File: src/rtl/rand_operand_builder.sv
// Collects NUM_WORDS successive LFSR words into one OP_W-bit operand, applies the
// optional MSB/LSB forcing and retries until the candidate is below the latched limit.
`timescale 1ns/1ps
module rand_operand_builder #(
  parameter int WORD_W    = 16,
  parameter int NUM_WORDS = 4,
  parameter int FORCE_MSB = 1,
  parameter int FORCE_ODD = 1,
  parameter int MAX_RETRY = 8,
  localparam int OP_W  = WORD_W * NUM_WORDS,
  localparam int CNT_W = (NUM_WORDS > 1) ? $clog2(NUM_WORDS) : 1
) (
  input  logic              Clk,
  input  logic              Reset,
  input  logic              start_i,
  input  logic [OP_W-1:0]   limit_i,
  input  logic [WORD_W-1:0] lfsr_data_i,
  output logic              lfsr_start_o,
  output logic              lfsr_enable_o,
  output logic [OP_W-1:0]   rand_o,
  output logic              done_o,
  output logic              fail_o,
  output logic              busy_o
);

  localparam logic [2:0] IDLE  = 3'd0;
  localparam logic [2:0] REQ   = 3'd1;
  localparam logic [2:0] CAP   = 3'd2;
  localparam logic [2:0] CHECK = 3'd3;
  localparam logic [2:0] DONE  = 3'd4;

  localparam logic [CNT_W-1:0] LAST_WORD = CNT_W'(NUM_WORDS - 1);
  localparam logic [7:0]       RETRY_MAX = 8'(MAX_RETRY);

  logic [2:0]        state;
  logic [CNT_W-1:0]  word_cnt;
  logic [7:0]        retry_cnt;
  logic [7:0]        retry_next;
  logic              fail_flag;
  logic [OP_W-1:0]   limit_reg;
  logic [OP_W-1:0]   cand;
  logic [OP_W-1:0]   forced;
  logic              accept;

  function automatic logic [OP_W-1:0] apply_force(input logic [OP_W-1:0] c);
    logic [OP_W-1:0] r;
    r = c;
    if (FORCE_MSB != 0) r[OP_W-1] = 1'b1;
    if (FORCE_ODD != 0) r[0] = 1'b1;
    return r;
  endfunction

  assign forced     = apply_force(cand);
  assign accept     = (limit_reg == '0) || (forced < limit_reg);
  assign retry_next = retry_cnt + 8'd1;

  assign lfsr_enable_o = (state == REQ);
  assign lfsr_start_o  = (state == REQ) || (state == CAP) || (state == CHECK);
  assign done_o        = (state == DONE);
  assign fail_o        = (state == DONE) && fail_flag;
  assign busy_o        = (state != IDLE);

  always_ff @(posedge Clk or negedge Reset) begin
    if (!Reset) begin
      state     <= IDLE;
      word_cnt  <= '0;
      retry_cnt <= '0;
      fail_flag <= 1'b0;
      limit_reg <= '0;
      rand_o    <= '0;
    end else begin
      case (state)
        IDLE: begin
          if (start_i) begin
            limit_reg <= limit_i;
            word_cnt  <= '0;
            retry_cnt <= '0;
            state     <= REQ;
          end
        end
        REQ: state <= CAP;
        CAP: begin
          if (word_cnt == LAST_WORD) begin
            state <= CHECK;
          end else begin
            word_cnt <= word_cnt + CNT_W'(1);
            state    <= REQ;
          end
        end
        CHECK: begin
          if (accept) begin
            rand_o    <= forced;
            fail_flag <= 1'b0;
            state     <= DONE;
          end else if (retry_next == RETRY_MAX) begin
            retry_cnt <= retry_next;
            fail_flag <= 1'b1;
            state     <= DONE;
          end else begin
            // Rejected: rebuild the whole candidate from fresh words
            retry_cnt <= retry_next;
            word_cnt  <= '0;
            state     <= REQ;
          end
        end
        DONE:    state <= IDLE;
        default: state <= IDLE;
      endcase
    end
  end

  // Candidate is pure data: every word is rewritten before it is ever checked
  always_ff @(posedge Clk) begin
    if (state == CAP) begin
      for (int i = 0; i < NUM_WORDS; i++) begin
        if (word_cnt == CNT_W'(i)) cand[i*WORD_W +: WORD_W] <= lfsr_data_i;
      end
    end
  end

endmodule

File: config.mk
export PLATFORM = sky130hd
export DESIGN_NAME = rand_operand_builder
export DESIGN_NICKNAME = d
export VERILOG_FILES = /design/src/rtl/rand_operand_builder.sv
export SDC_FILE = /design/constraint.sdc
export NUM_CORES = 1
export LEC_CHECK = 0
export CORE_UTILIZATION = 61
export CTS_CLUSTER_SIZE = 10
export DETAILED_ROUTE_END_ITERATION = 7
export DONT_BUFFER_PORTS = 1
export HOLD_SLACK_MARGIN = 0.15
export PLACE_DENSITY_LB_ADDON = 0.2
export SLEW_MARGIN = 20
export SYNTH_ARGS = -nofsm -noshare
export SYNTH_HDL_FRONTEND = slang
export SYNTH_SLANG_ARGS = --single-unit
File: constraint.sdc
create_clock -name Clk -period 5.25 [get_ports Clk]
set_input_delay 1.05 -clock Clk [delete_from_list [all_inputs] [get_ports Clk]]
set_output_delay 1.05 -clock Clk [all_outputs]
set_load 0.02 [all_outputs]
; ---- Yosys cells after proc, flatten, opt, wreduce, memory -nomap -nowiden
; Index checks and enable logic that the tools add are counted.
[totals]
register_bits = 205
out_inout_bits = 69
elab_cells = 60
[op_classes]
n_eq_ne = 12
mux = 15
magnitude_cmp = 1
add_sub_neg = 2
n_reduce_logical = 20
[op_table]
columns = op, n
row1 = $logic_not A64 Y1, 1
row2 = $lt A64 B64 Y1, 1
row3 = $mux W8, 2
row4 = $pmux W8 S2, 1
row5 = $reduce_and A2 Y1, 7
row6 = $pmux W3 S4, 1
row7 = $mux W2, 5
row8 = $mux W3, 3
row9 = $add A8 B1 Y8 const B, 1
row10 = $eq A8 B4 Y1 const B, 1
row11 = $ne A2 B2 Y1 const B, 4
row12 = $eq A3 B2 Y1 const B, 2
row13 = $pmux W2 S3, 1
row14 = $reduce_bool A3 Y1, 2
row15 = $reduce_and A5 Y1, 1
row16 = $eq A2 B2 Y1 const B, 2
row17 = $reduce_bool A2 Y1, 2
row18 = $eq A3 B1 Y1 const B, 1
row19 = $eq A3 B3 Y1 const B, 1
row20 = $logic_not A3 Y1, 1
row21 = $logic_or A1 B1 Y1, 3
row22 = $reduce_and A3 Y1, 1
row23 = $add A2 B1 Y2 const B, 1
row24 = $eq A2 B1 Y1 const B, 1
row25 = other kinds (3), 4

; ---- Depth between registers and ports, before layout
; Gate-level depths: netlist (run 1).
[logic_depth]
ltp_word = 5
mapped_depth = 11
mapped_depth_nobuf = 10

; ---- Worst setup path after synthesis (run 1)
; Ideal clock, no wire load.
[synth_timing]
path_type = register to register
from = register limit_reg[21]
to = register rand_o[36]
path_slack_ps = 2444
setup_ps = 125
t_arrival_ps = 2681
required_time_ps = 5125
n_path_buf = 1
stages_incl_launch_ff = 12
path_cell_list = dfrtp_1 -> inv_1 -> ha_1 -> a21o_1 -> a21o_1 -> a221o_1 -> a211oi_1 -> a2bb2oi_1 -> nand2_1 -> a21oi_4 -> buf_4 -> mux2_2
[synth_between]
elab_chain_len = 3
[synth_rtl]
columns = element, line_no
row1 = "start, declared", 40  ; logic [OP_W-1:0] limit_reg;
row2 = "start signal, assigned", 75  ; limit_reg <= limit_i;
row3 = $lt A64 B64 Y1 or $logic_not A64 Y1 (tied branches), 54  ; assign accept = (limit_reg == '0) || (forced < limit_reg);
row4 = $logic_or A1 B1 Y1 (*), 54
row5 = $reduce_and A2 Y1 (no line) (*), -
row6 = "end signal, assigned", 92  ; rand_o <= forced;
row7 = "end, declared", 20  ; output logic [OP_W-1:0] rand_o,
; Mark *: on every way between the ends. The rest lies on a longest branch, timed or not.
; A chain may end at the register's enable or synchronous reset.

; ---- Worst setup path after layout (run 1)
[layout_timing]
from = register cand[21]
to = register rand_o[6]
[layout_between]
elab_chain_len = 3
[layout_rtl]
columns = element, line_no
row1 = "start, declared", 41  ; logic [OP_W-1:0] cand;
row2 = "start signal, assigned by index", 116  ; if (word_cnt == CNT_W'(i)) cand[i*WORD_W +: WORD_W] <= lfsr_data_i;
row3 = $lt A64 B64 Y1, 54
row4 = $logic_or A1 B1 Y1, 54
row5 = $reduce_and A2 Y1 (no line), -
; No other way between the ends.

==> results of run 1 <==
==> final cells by class <==
cell class / instances / area (um^2)
Fill cell: 985 / 4320
Timing Repair Buffer: 5 / 50.0
Multi-Input combinational cell: 448 / 3230
Inverter: 66 / 248
Clock buffer: 41 / 686
Clock inverter: 1 / 8.76
Tap cell: 180 / 225
Sequential cell: 203 / 5390
==> logic make-up after synthesis <==
logic type | after synthesis | synth area share
AO/OA/AOI/OAI | 135 | 0.0856
adder cells (fa/ha/maj) | 66 | 0.0919
buffers and inverters | 88 | 0.0419
flip-flops | 203 | 0.600
multiplexers | 72 | 0.0897
AND/OR/NAND/NOR | 175 | 0.0911
==> final timing paths <==
| kind | from | to | slack [ns] |
|---|---|---|---|
| max in group asynchronous | Reset | rand_o[4] | 4.72 |
| min in group Clk | cand[3] | rand_o[3] | 0.51 |
| hold / removal | Reset | limit_reg[9] | 0.24 |
| setup reg to reg | cand[21] | rand_o[6] | 1.78 |
| setup / recovery | cand[21] | rand_o[6] | 1.78 |
| hold reg to reg | cand[3] | rand_o[3] | 0.51 |
==> worst reg2reg max path: cells and delay by family, from the launching register on <==
kind	cells	cell delay [ns]
AOI/OAI and AO/OA	6	1.70
DFF	1	0.41
buffers and inverters	1	0.39
muxes	1	0.38
adders and majority gates	1	0.31
and+or+nand+nor	1	0.16
==> per-stage QoR <==
stage | setup slack, ns | instance area (um^2) | utilization | total power [mW] | std cells
after detailed placement | 1.80 | 9140 | 0.646 | 4.69 | 902
after global routing | 1.58 | 9830 | 0.695 | 6.56 | 944
after CTS | 1.79 | 9830 | 0.695 | 6.19 | 944
after global placement | 1.89 | 9140 | 0.646 | 4.55 | 902
after floorplan | 2.44 | 8990 | - | 4.15 | 739
final | 1.78 | 9830 | 0.695 | 6.17 | 944
==> per-layer routing <==
layer / up-vias / wire length, um / global-route usage
li1: 2650 / - / -
met1: 2860 / 8510 / 0.369
met2: 233 / 10000 / 0.476
met3: 48 / 1830 / 0.0752
met4: 0 / 683 / 0.108
met5: - / 0 / 0
==> Yosys cell counts <==
library cell	n	area, um^2
ha_1	66	826
and2_1	5	31.3
a2bb2oi_1	1	8.76
o31ai_1	1	7.51
o2111ai_1	1	8.76
mux2_1	4	45.0
a221oi_1	2	17.5
nor3_1	7	35.0
or3_1	1	6.26
nor2_1	17	63.8
dfrtp_1	141	3530
nand3_1	6	30.0
buf_4	2	15.0
buf_1	6	22.5
a21oi_1	30	150
o21ai_0	77	385
buf_2	1	5.00
nand2b_1	3	18.8
and4_1	1	8.76
a221o_1	2	20.0
and3_1	5	31.3
nor4_1	19	119
nor2b_1	1	6.26
a22o_1	1	8.76
a31oi_1	2	12.5
mux2i_1	4	40.0
or2_2	2	12.5
mux2_2	64	721
or4_1	2	15.0
a211oi_1	3	22.5
o2bb2ai_1	1	8.76
a211o_1	3	26.3
o211ai_1	1	7.51
edfxtp_1	62	1860
clkbuf_1	8	30.0
nor3b_1	2	15.0
o21a_1	2	15.0
nand2_1	90	338
a31o_2	1	8.76
buf_6	5	56.3
a21o_1	6	45.0
inv_1	66	248
a21oi_4	1	16.3
nand4_1	14	87.6
==> power groups by stage <==
stage          sequential, mW  clock, mW  combinational, mW
6_report                 3.01       1.48               1.68
4_1_cts                  3.01       1.50               1.68
3_5_place_dp             3.03          0               1.65
2_1_floorplan            2.85          0               1.30
5_1_grt                  3.09       1.56               1.90
3_3_place_gp             3.00          0               1.54
==> metrics.md, run 1 <==
| Metric | Value |
|---|---|
| Delay-heaviest family, CP | `compound AO/OA/AOI/OAI gates` |
| Logic pwr share | `0.272` |
| # hold bufs at CTS | `0` |
| Max reg flops | `between 60 and 70` |
| Startpoint Class | `flop` |
| Initial DRT Pass Iterations | `5` |
| Flops & latches, synth | `between 200 and 250` |
| Clock power frac | `0.240` |
| CP Depth | `10` |
| Row Count | `between 40 and 50` |
| Most common cell on crit path | `a21o_1` |
| Worst setup EP type | `flop` |
| Fin. max-slew vios | `0` |
| Slew HR | `0.427` |
| WP data arrival | `3.86 ns` |
| Worst-path maximum fanout | `18` |
| Post-CTS setup buffers | `0` |
| Net Sw Power | `2.27 mW` |
| Die width | `123 um` |
| Setup TNS | `0 ns` |
| Number of global-route vias before repair | `6078` |
| Tot GR Track Use | `0.289` |
| Status | `complete, no violations` |
| Post-route clock period utilization | `0.662` |
| RSZ-0062 raised after global routing | `false` |
| Clock Latency Late Sink | `0.51 ns` |
| Commonest non-fill, non-tap cells in the layout | `dfrtp_1, nand2_1, o21ai_0` |
| Core ar. | `approximately 0.014 mm^2` |
| Deepest clock path buffer count | `3` |
| Avg Cell Area, Syn | `between 10 and 15 um^2` |
| Flop pwr share | `0.488` |
| # Max-Cap Violations | `0` |
| R2R depth | `10` |
| Vias per Instance | `6.13` |
| Final hold vios | `0` |
| Largest net degree at the start of global routing | `~140` |
| Die area | `0.0152 mm^2` |
| First DRT Iteration DRCs | `about 470` |
| Clock sink total | `approximately 200` |
| Gr ovfl total | `0` |
| WL per Instance | `22.3 um` |
| H-tree depth | `1` |
| Post-route ant nets | `0` |
| Post-synth cell types | `44` |
| Pleak | `4.21 nW` |
| Worst slew pin tran | `0.860 ns` |
| Fin Hold WS | `0.243 ns` |
| Die height | `123 um` |
| Sw Share | `0.368` |
| Crit path kind | `flop to flop` |
| Detailed placer's ending HPWL | `about 15000 um` |
| CTS tree | `built` |
| Cell chain of the critical path | `ha_1 -> a21o_1 -> a21o_1 -> a221o_1 -> a211oi_1 -> a2bb2oi_1 -> nand2_1 -> a21oi_4 -> buf_4 -> mux2_2` |
| Post-Route WL | `21000 um` |
| Setup violators final | `0` |
| Initial antenna violation count | `0` |
| # diodes | `0` |
| I/O pin count | `152` |
| CTS root buf | `clkbuf_16` |
| Syn_nets | `888` |
| Fmax | `0.288 GHz` |
| Period minus WS final | `3.47 ns` |
| Skew final | `0.0218 ns` |
| Power Internal | `3.90 mW` |
| Residual DRC | `0` |
| Placer Congestion | `0.876` |
| Commonest non-fill, non-tap cell in the layout | `dfrtp_1` |
| Max rail drop VDD | `approximately 0.35 mV` |
| First-pass GRT wire length | `32200 um` |
| Worst path required time | `around 5.6 ns` |
| Nets | `approximately 900` |
| Layout cells sized above 1 | `0.131` |
| Post-Synthesis Cells | `739` |
| IO Port Bufs | `0` |
| CTS Buf Count | `24` |
| Crit-path max cell delay | `0.58 ns` |
| Syn. warnings | `0` |
| Critical-path top delay cell | `a21oi_4` |
| Worst hold path type | `input pin to asynchronous set/reset pin` |
| Initial Utilization | `0.635` |
| Reg clk slew, reported paths | `0.06 ns` |
| Sequential area share after synthesis | `0.600` |
| Syn Std Cell Area | `0.00899 mm^2` |
| Vias | `5791` |
| Area delta synth->final | `9.44%` |
| Post_cts resized | `0` |
| WP buf/inv | `1` |
| Cell Pwr Density | `around 630 mW/mm^2` |
(Power assumes the default switching activity.)
==> inputs of run 2 (changes only) <==
CORE_UTILIZATION = 57   (was 61)
clock period = 2.8 ns   (was 5.25 ns; I/O delays follow)
==> run 2 against run 1 <==
The flow now finishes with violations (DRC, hold timing, setup timing). Sequential power up 90%. Clock skew down 0.013 ns. Combinational power up 130%. Global-route usage down 1.4 points. Power up 100%. Via count up 4.4%. Sequential share of layout area down 4.7 points. Clock power up 86%. Highest routed layer unchanged.
==> metrics.md, run 2 (synthesized netlist as in run 1, its figures left out) <==
| Metric | Value |
|---|---|
| Largest net degree at the start of global routing | `142` |
| Critical-path top delay cell | `dfrtp_1` |
| Initial DRT Pass Iterations | `7` |
| Commonest non-fill, non-tap cells in the layout | `dfrtp_1, nand2_1, o21ai_0` |
| Worst hold path type | `input pin to asynchronous set/reset pin` |
| Worst-path maximum fanout | `9` |
| Skew final | `0.00837 ns` |
| First DRT Iteration DRCs | `504` |
| Layout cells sized above 1 | `0.198` |
| Worst setup path start | `limit_reg[21]` |
| WP data arrival | `3.27 ns` |
| Nets | `approximately 950` |
| Crit-path max cell delay | `0.39 ns` |
| Period minus WS final | `2.89 ns` |
| Setup violators final | `62` |
| Post-Route WL | `22800 um` |
| Vias per Instance | `5.87` |
| Commonest non-fill, non-tap cell in the layout | `dfrtp_1` |
| Residual DRC | `1` |
| CTS tree | `built` |
| Fillers | `1072` |
| RR Startpoint | `limit_reg[21]` |
| CTS Buf Count | `24` |
| Worst setup EP type | `flop` |
| Die area | `around 0.016 mm^2` |
| Post-route clock period utilization | `1.03` |
| Area delta synth->final | `19.8%` |
| Crit path kind | `flop to flop` |
| Pleak | `around 4.6 nW` |
| Deepest clock path buffer count | `3` |
| WL per Instance | `22.1 um` |
| Placer Congestion | `0.862` |
| RSZ-0062 raised after global routing | `true` |
| Setup ws final | `-0.0897 ns` |
| Fmax | `about 0.35 GHz` |
| CTS root buf | `clkbuf_16` |
| Clock Latency Late Sink | `0.51 ns` |
| Clock sink total | `around 200` |
| Cell Pwr Density | `1140 mW/mm^2` |
| Max rail drop VDD | `0.623 mV` |
| IO Port Bufs | `0` |
| Worst slew pin tran | `~0.77 ns` |
| Initial Utilization | `0.587` |
| WP buf/inv | `3` |
| Fin. max-slew vios | `0` |
| Delay-heaviest family, CP | `compound AO/OA/AOI/OAI gates` |
| Gr ovfl total | `0` |
| # Max-Cap Violations | `0` |
| # hold bufs at CTS | `16` |
| Cell chain of the critical path | `inv_2 -> ha_4 -> a21o_1 -> a21o_1 -> a221o_1 -> a211oi_2 -> a2bb2oi_2 -> nand2_2 -> a21oi_4 -> buf_12 -> buf_16 -> mux2_2` |
| H-tree depth | `1` |
| Number of global-route vias before repair | `6090` |
| Startpoint Class | `flop` |
| Worst path required time | `3.18 ns` |
| Tot GR Track Use | `0.275` |
| Initial antenna violation count | `2` |
| I/O pin count | `152` |
| Slew HR | `0.480` |
| Die width | `approximately 130 um` |
| Detailed placer's ending HPWL | `15200 um` |
| Core ar. | `0.0153 mm^2` |
| Post-route ant nets | `0` |
| Fin Hold WS | `-0.247 ns` |
| Post-place setup slack | `-0.180 ns` |
| Most common cell on crit path | `a21o_1` |
| Status | `finished with violations` |
| Row Count | `45` |
| # diodes | `0` |
| Reg clk slew, reported paths | `0.05 ns` |
| Max reg flops | `64` |
| First-pass GRT wire length | `about 34000 um` |
| Final hold vios | `141` |
| Failing checks | `DRC, hold timing, setup timing` |
| Die height | `128 um` |
| Vias | `6044` |
[run 2: routing by layer]
layer | global-route usage | up-vias | share of wire
met3 | 0.0662 | 59 | 0.092
met4 | 0.0735 | 0 | 0.038
met2 | 0.456 | 274 | 0.47
met1 | 0.364 | 2956 | 0.40
li1 | - | 2755 | -
met5 | 0 | - | 0
[run 2: layout make-up]
cell class | instances | area, um^2 | share of cell area
Clock inverter | 1 | 3.75 | 0.000349
Sequential cell | 203 | 5390 | 0.501
Inverter | 66 | 248 | 0.0230
Tap cell | 211 | 264 | 0.0245
Clock buffer | 40 | 682 | 0.0634
Timing Repair Buffer | 60 | 686 | 0.0637
Multi-Input combinational cell | 448 | 3490 | 0.324
[run 2: metrics by stage]
step	power (mW)	TNS, ns	utilization	cell area [um^2]	instances
after floorplan	7.79	0	-	8990	739
after global placement	8.72	-6.78	0.612	9380	956
after detailed placement	8.95	-10.08	0.612	9380	956
after CTS	12.0	-2.13	0.677	10400	1015
after global routing	13.1	-7.98	0.703	10800	1029
final	12.3	-2.82	0.703	10800	1029
[run 2: worst paths after layout]
path                                  to  slack, ns  cells after the start
max                           rand_o[30]      -0.09                     12
min                         limit_reg[5]      -0.25                      0
max reg2reg                   rand_o[30]      -0.09                     12
min reg2reg                   rand_o[37]       0.51                      1
max in group asynchronous  limit_reg[16]       2.85                      0
min in group Clk            limit_reg[2]       0.18                      2
[run 2: power breakdown]
part / leakage [nW] / switching (mW) / internal (mW)
Sequential: 2.30 / 1.47 / 4.25
Clock: 0.327 / 1.12 / 1.64
Combinational: 2.01 / 1.97 / 1.87
Total: 4.64 / 4.56 / 7.77
[run 2: repair_timing]
item	4_1_cts	5_1_grt
endpoints found under the hold margin	203	141
endpoints found under the setup margin	66	69
setup buffers	1	7
pin swaps	6	13
resized for setup	24	37
gates cloned	1	7
